===== src/rtl/mlp_result_buffer_if.sv =====
// Result-buffer stream interface.
// Groups the capture-side beat (in_valid_i/in_data_i) and the drain-side
// valid/ready stream (out_valid_o/out_ready_i/out_data_o/out_last_o).
// master: the surrounding system (FSM feeding beats, host draining).
// slave : the result buffer itself.
interface mlp_result_buffer_if #(
    parameter int unsigned DataWidth = 8
);
    logic                 in_valid_i;
    logic [DataWidth-1:0] in_data_i;
    logic                 out_valid_o;
    logic                 out_ready_i;
    logic [DataWidth-1:0] out_data_o;
    logic                 out_last_o;

    modport master (
        output in_valid_i,
        output in_data_i,
        output out_ready_i,
        input  out_valid_o,
        input  out_data_o,
        input  out_last_o
    );

    modport slave (
        input  in_valid_i,
        input  in_data_i,
        input  out_ready_i,
        output out_valid_o,
        output out_data_o,
        output out_last_o
    );
endinterface


===== src/rtl/mlp_result_buffer.sv =====
// MLP result buffer: captures one Depth-beat result frame (no backpressure),
// then drains it to the host over valid/ready with a last flag, optionally
// clamping negative words to zero on the way out.
// Ports:
//   clk_i        clock
//   rst_i        synchronous active-high reset
//   bus          slave side of mlp_result_buffer_if (capture beat + drain stream)
//   buf_idle_o   high while idle; host may start the next inference
//   overflow_o   sticky: a beat arrived while draining (dropped)
//   frame_cnt_o  count of fully drained frames, wraps
module mlp_result_buffer #(
    parameter int unsigned DataWidth = 8,
    parameter int unsigned Depth     = 256,
    parameter bit          Relu      = 1'b1
) (
    input  logic                 clk_i,
    input  logic                 rst_i,
    mlp_result_buffer_if.slave   bus,
    output logic                 buf_idle_o,
    output logic                 overflow_o,
    output logic [15:0]          frame_cnt_o
);

    localparam int unsigned PtrW = $clog2(Depth);
    localparam logic [PtrW-1:0] LastPtr = PtrW'(Depth - 1);

    typedef enum logic [1:0] {
        StIdle    = 2'd0,
        StCapture = 2'd1,
        StDrain   = 2'd2
    } state_e;

    state_e               state_q;
    logic [PtrW-1:0]      wr_ptr_q;
    logic [PtrW-1:0]      rd_ptr_q;
    logic                 out_valid_q;
    logic                 out_last_q;
    logic [DataWidth-1:0] mem [Depth];
    logic                 wr_en;
    logic [DataWidth-1:0] rd_word;
    logic [DataWidth-1:0] rd_word_f;

    // Beats are accepted in Idle and Capture; wr_ptr is always 0 in Idle.
    assign wr_en = bus.in_valid_i && !rst_i && (state_q != StDrain);

    // Frame storage; contents are not cleared by reset.
    always_ff @(posedge clk_i) begin
        if (wr_en) begin
            mem[wr_ptr_q] <= bus.in_data_i;
        end
    end

    // Output path: optional ReLU on the word under the read pointer.
    always_comb begin
        rd_word   = mem[rd_ptr_q];
        rd_word_f = rd_word;
        if (Relu && rd_word[DataWidth-1]) begin
            rd_word_f = '0;
        end
    end

    assign bus.out_valid_o = out_valid_q;
    assign bus.out_last_o  = out_last_q;
    assign bus.out_data_o  = out_valid_q ? rd_word_f : '0;

    // Control FSM with registered status outputs.
    always_ff @(posedge clk_i) begin
        if (rst_i) begin
            state_q     <= StIdle;
            wr_ptr_q    <= '0;
            rd_ptr_q    <= '0;
            out_valid_q <= 1'b0;
            out_last_q  <= 1'b0;
            buf_idle_o  <= 1'b1;
            overflow_o  <= 1'b0;
            frame_cnt_o <= 16'd0;
        end else begin
            case (state_q)
                StIdle: begin
                    if (bus.in_valid_i) begin
                        wr_ptr_q   <= wr_ptr_q + PtrW'(1);
                        buf_idle_o <= 1'b0;
                        state_q    <= StCapture;
                    end
                end
                StCapture: begin
                    if (bus.in_valid_i) begin
                        // Pointer wraps naturally to 0 on the final beat.
                        wr_ptr_q <= wr_ptr_q + PtrW'(1);
                        if (wr_ptr_q == LastPtr) begin
                            out_valid_q <= 1'b1;
                            out_last_q  <= (rd_ptr_q == LastPtr);
                            state_q     <= StDrain;
                        end
                    end
                end
                StDrain: begin
                    if (bus.in_valid_i) begin
                        overflow_o <= 1'b1;
                    end
                    if (bus.out_ready_i) begin
                        rd_ptr_q   <= rd_ptr_q + PtrW'(1);
                        out_last_q <= ((rd_ptr_q + PtrW'(1)) == LastPtr);
                        if (rd_ptr_q == LastPtr) begin
                            out_valid_q <= 1'b0;
                            out_last_q  <= 1'b0;
                            buf_idle_o  <= 1'b1;
                            frame_cnt_o <= frame_cnt_o + 16'd1;
                            state_q     <= StIdle;
                        end
                    end
                end
                default: begin
                    state_q <= StIdle;
                end
            endcase
        end
    end

endmodule


===== src/flat_wrapper.sv =====
// flat-port wrapper written by rule: the top's interface ports become plain ports
module mlp_result_buffer_flat 
#(
    parameter int unsigned DataWidth = 8,
    parameter int unsigned Depth     = 256,
    parameter bit          Relu      = 1'b1
)
  (clk_i, rst_i, buf_idle_o, overflow_o, frame_cnt_o, bus_in_valid_i, bus_in_data_i, bus_out_ready_i, bus_out_valid_o, bus_out_data_o, bus_out_last_o);
  mlp_result_buffer_if #(.DataWidth(DataWidth)) bus_i ();
  input  logic clk_i;
  input  logic rst_i;
  output logic buf_idle_o;
  output logic overflow_o;
  output logic [15:0] frame_cnt_o;
  input wire logic [$bits(bus_i.in_valid_i)-1:0] bus_in_valid_i;
  input wire logic [$bits(bus_i.in_data_i)-1:0] bus_in_data_i;
  input wire logic [$bits(bus_i.out_ready_i)-1:0] bus_out_ready_i;
  output wire logic [$bits(bus_i.out_valid_o)-1:0] bus_out_valid_o;
  output wire logic [$bits(bus_i.out_data_o)-1:0] bus_out_data_o;
  output wire logic [$bits(bus_i.out_last_o)-1:0] bus_out_last_o;
  assign bus_i.in_valid_i = bus_in_valid_i;
  assign bus_i.in_data_i = bus_in_data_i;
  assign bus_i.out_ready_i = bus_out_ready_i;
  assign bus_out_valid_o = bus_i.out_valid_o;
  assign bus_out_data_o = bus_i.out_data_o;
  assign bus_out_last_o = bus_i.out_last_o;
  mlp_result_buffer #(.DataWidth(DataWidth), .Depth(Depth), .Relu(Relu)) u_core (.clk_i(clk_i), .rst_i(rst_i), .bus(bus_i), .buf_idle_o(buf_idle_o), .overflow_o(overflow_o), .frame_cnt_o(frame_cnt_o));
endmodule

===== config.mk =====
export PLATFORM = sky130hd
export DESIGN_NAME = mlp_result_buffer_flat
export DESIGN_NICKNAME = d
export VERILOG_FILES = /design/src/rtl/mlp_result_buffer_if.sv /design/src/rtl/mlp_result_buffer.sv /design/src/flat_wrapper.sv
export SDC_FILE = /design/constraint.sdc
export NUM_CORES = 2
export LEC_CHECK = 0
export CORE_UTILIZATION = 50
export DETAILED_ROUTE_END_ITERATION = 16
export PLACE_DENSITY = 0.68
export SYNTH_ARGS = -nofsm -noshare
export SYNTH_HDL_FRONTEND = slang
export SYNTH_SLANG_ARGS = --single-unit

===== constraint.sdc =====
create_clock -name clk_i -period 2.7 [get_ports clk_i]
set_input_delay 0.27 -clock clk_i [delete_from_list [all_inputs] [get_ports clk_i]]
set_output_delay 0.27 -clock clk_i [all_outputs]
set_load 0.1 [all_outputs]

==> out/qor.csv <==
stage,metric,value,unit
timing,fin_ws,-1.70,ns
power_and_ir_drop,p_sw,12.9,mW
route,firstDrtPassIters,8,
critical_path,path_max_fanout,7,
min_path,hold_path_class,in2reg,
power_and_ir_drop,vdd_drop_max,0.666,mV
power_and_ir_drop,netSwitchingFraction,19.9,%
floorplanning,start_util,50.4,%
power_and_ir_drop,p_comb_share,1.2,%
power_and_ir_drop,pwr-share-clk,43.6,%
clock_tree,cts.sinks,2094,
critical_path,worstPathRequired,2.43,ns
timing,fin_crit_sh,163,%
route,ant_nets,0,
yosys,yosysUniqueCellTypes,59,
floorplanning,die_w,407,um
grt,grt_pass1_vias,45301,
yosys,syn_inst,4320,
cells_and_area,fillers,11570,
power_and_ir_drop,internal-power,51.8,mW
cells_and_area,fin_nets,5162,
floorplanning,dieArea,166000,sq um
critical_path,critical-path-top-delay-family,multiplexers,
placed_design,dpl-instance-area,90800,sq um
cells_and_area,syn2layout_area_growth,20.2,%
clock_tree,cts_tree,yes,
grt,grt_overflow,0,
yosys,yosysTopAreaCellShare,74.9,%
min_path,whs_path_depth,1,
yosys,netlist_area,82100,sq um
timing,clock_skew,0.0400,ns
critical_path,reg2reg_depth,8,
critical_path,arrival,4.13,ns
yosys,synth-seq-cells,2094,
outcome,violations,setup timing,
placed_design,place_ws,-1.25,ns
power_and_ir_drop,power,64.7,mW
yosys,yosys_warnings,0,
cells_and_area,drive_above_1_share,29.0,%
timing,drv_slew,0,
clock_tree,cts_made_buffers,204,
critical_path,worstSetupPathType,reg2out,
route,viasPerCell,6.17,
timing,final.setup.tns,-11.88,ns
critical_path,path_buf_inv,4,
grt,grt_max_degree,97,
route,wl,216000,um
timing,fmax,0.227,GHz
yosys,synthTopCellsByArea,"edfxtp_1, mux4_2, mux2i_1",
power_and_ir_drop,p_leak,31.2,nW
flow_run,maxCapViolations,0,
grt,antenna_found_initial,1,
placed_design,gp_congestion,0.916,
critical_path,path_common_cell,buf_12,
timing,final-hold-violation-count,0,
timing,slew_headroom,38.7,%
yosys,post-synth-top-count-cell,edfxtp_1,
floorplanning,core_area,163000,sq um
clock_tree,clk_transition_reported_paths,0.06,ns
grt,grt_pass1_wl,313000,um
yosys,syn_area_per_cell,19.0,sq um
min_path,hp-start,bus_in_data_i[4],
cells_and_area,final_area,98600,sq um
outcome,outcome,"finished, violations left",
yosys,async_flop_share,0,%
timing,worst_pin_slew,0.914,ns
placed_design,hpwlAfterDp,139000,um
critical_path,max_stage_delay,0.60,ns
clock_tree,clock_latency,0.83,ns
critical_path,regToRegStartpoint,u_core.state_q[1],
route,routedWlPerCell,28.8,um
timing,final-setup-viol-count,7,
critical_path,path_cells,buf_12 > buf_12 > mux4_2 > mux4_2 > mux2i_2 > or3_4 > o311ai_4 > a211oi_4 > buf_12 > o21a_4 > buf_12,
route,route.detailed.drc,0,
clock_tree,cts_max_level,4,
yosys,synth_edf_count,2048,
route,drt_iter0_markers,5594,
critical_path,cp_slowest_cell,mux4_2,
clock_tree,cts_buffer_depth,3,
yosys,yosysTopAreaCell,edfxtp_1,
yosys,synth_common_cells,"edfxtp_1, mux2i_1, nor2_1, mux4_2, o221ai_1",
floorplanning,io_pins,40,
floorplanning,die_y,407,um
timing,post-route-min-period,4.40,ns
yosys,seq_area_frac_synth,76.0,%
power_and_ir_drop,power_density,656,nW/um^2
critical_path,cp.depth,11,
route,vias,46244,
power_and_ir_drop,power_frac_seq,55.1,%
yosys,synth_fp_nets,4339,
clock_tree,cts-root-buf,clkbuf_16,
yosys,ys_dominant_reg_cell,edfxtp_1,
timing,rsz0062_at_grt,yes,
critical_path,start_kind,flip-flop,
grt,gr-usage-all-layers,25.9,%
placed_design,dp_cells,7059,
placed_design,numPortBuffers,38,
cells_and_area,fin_cells,7496,
critical_path,cp-end-kind,output port,
floorplanning,rows,148,
==> final timing paths <==
check | slack [ns] | to
setup reg to reg | 0.21 | u_core.mem[140][6]
setup / recovery | -1.70 | bus_out_data_o[1]
hold reg to reg | 0.48 | u_core.buf_idle_o
hold / removal | 0.10 | u_core.mem[225][4]
==> sequential cells by signal (all words and copies together) (netlist names), named ones only <==
register	count
u_core.mem	2048
u_core.frame_cnt_o	16
u_core.rd_ptr_q	8
u_core.wr_ptr_q	8
u_core.state_q	2
u_core.buf_idle_o	1
u_core.bus.out_last_o	1
u_core.bus.out_valid_o	1
u_core.overflow_o	1
==> layer usage <==
metal	GRT usage (%)	vias up	share of wire (%)
li1	-	19463	-
met1	36.2	23937	40
met2	40.0	2418	47
met3	5.74	426	9.7
met4	9.90	0	4.0
met5	0	-	0
==> logic make-up after synthesis <==
family	Yosys count	share of synthesized area [%]
buf+inv	274	1.81
simple gates	630	3.32
mux	728	13.6
xor+xnor	28	0.299
other cells	1	0.00457
flops	2094	76.0
fa+ha+maj	7	0.107
compound gates	558	4.85
==> power groups by stage <==
stage	clock (mW)	combinational (mW)	sequential, mW
finish	28.2	0.804	35.7
global route	29.8	0.849	35.6
CTS	28.6	0.800	35.7
detailed placement	0	0.785	36.4
global placement	0	0.750	36.4
floorplan	0	0.0707	36.4
==> per-stage QoR <==
step | hold WS, ns | utilization, %
2_1_floorplan | 0.369 | -
3_3_place_gp | 0.469 | 55.8
3_5_place_dp | 0.474 | 55.8
4_1_cts | 0.0866 | 60.4
5_1_grt | 0.123 | 60.5
6_report | 0.104 | 60.5
==> layout make-up <==
class / count / area, sq um / area share [%]
Multi-Input combinational cell: 1952 / 18600 / 18.8
Clock inverter: 121 / 1200 / 1.22
Timing Repair Buffer: 880 / 8190 / 8.31
Sequential cell: 2094 / 62400 / 63.3
Tap cell: 2175 / 2720 / 2.76
Antenna cell: 1 / 2.50 / 0.00254
Clock buffer: 262 / 5490 / 5.56
Inverter: 11 / 43.8 / 0.0444
==> cells in the final DEF, fill, tap and decap left out, types with 10 or more instances in the layout <==
master     count
nand4_1       22
dfxtp_1       41
clkbuf_16    210
buf_6         12
o21ai_0       12
mux4_2       297
nand3_1       19
clkbuf_1      46
o22ai_1      119
nand2_1      107
o221ai_1     155
nor2b_1       14
clkinv_2      34
clkinv_1      51
a22oi_1       33
a211oi_1      25
a22oi_2       10
xor2_1        20
a221oi_1      11
nor2_1       338
a21oi_2       11
buf_4        742
clkbuf_8      10
bufinv_16     17
buf_12        91
mux2_2        11
edfxtp_1    2048
mux2i_1      411
or3_1         10
nor4_1        13
nor3_1        58
a21oi_1      106
==> timing repair <==
| action | 4_1_cts | 5_1_grt |
|---|---|---|
| pin swaps | 17 | 7 |
| setup endpoints to repair | 7 | 9 |
| resized for setup | 82 | 22 |
| gates cloned | 7 | 2 |
| setup buffers | 23 | 15 |
| endpoints found under the hold margin | 304 | 0 |
| hold buffers | 8 | 0 |
==> worst register-to-register path, stage by stage, from the launching register on <==
cell,delay [ns]
dfxtp_1,0.35
nor2b_1,0.19
nor3b_1,0.33
buf_4,0.24
and2_1,0.21
nand3_1,0.17
buf_12,0.23
nor2_1,0.23
buf_4,0.23
Note: power is estimated with default switching activity, not from simulation.
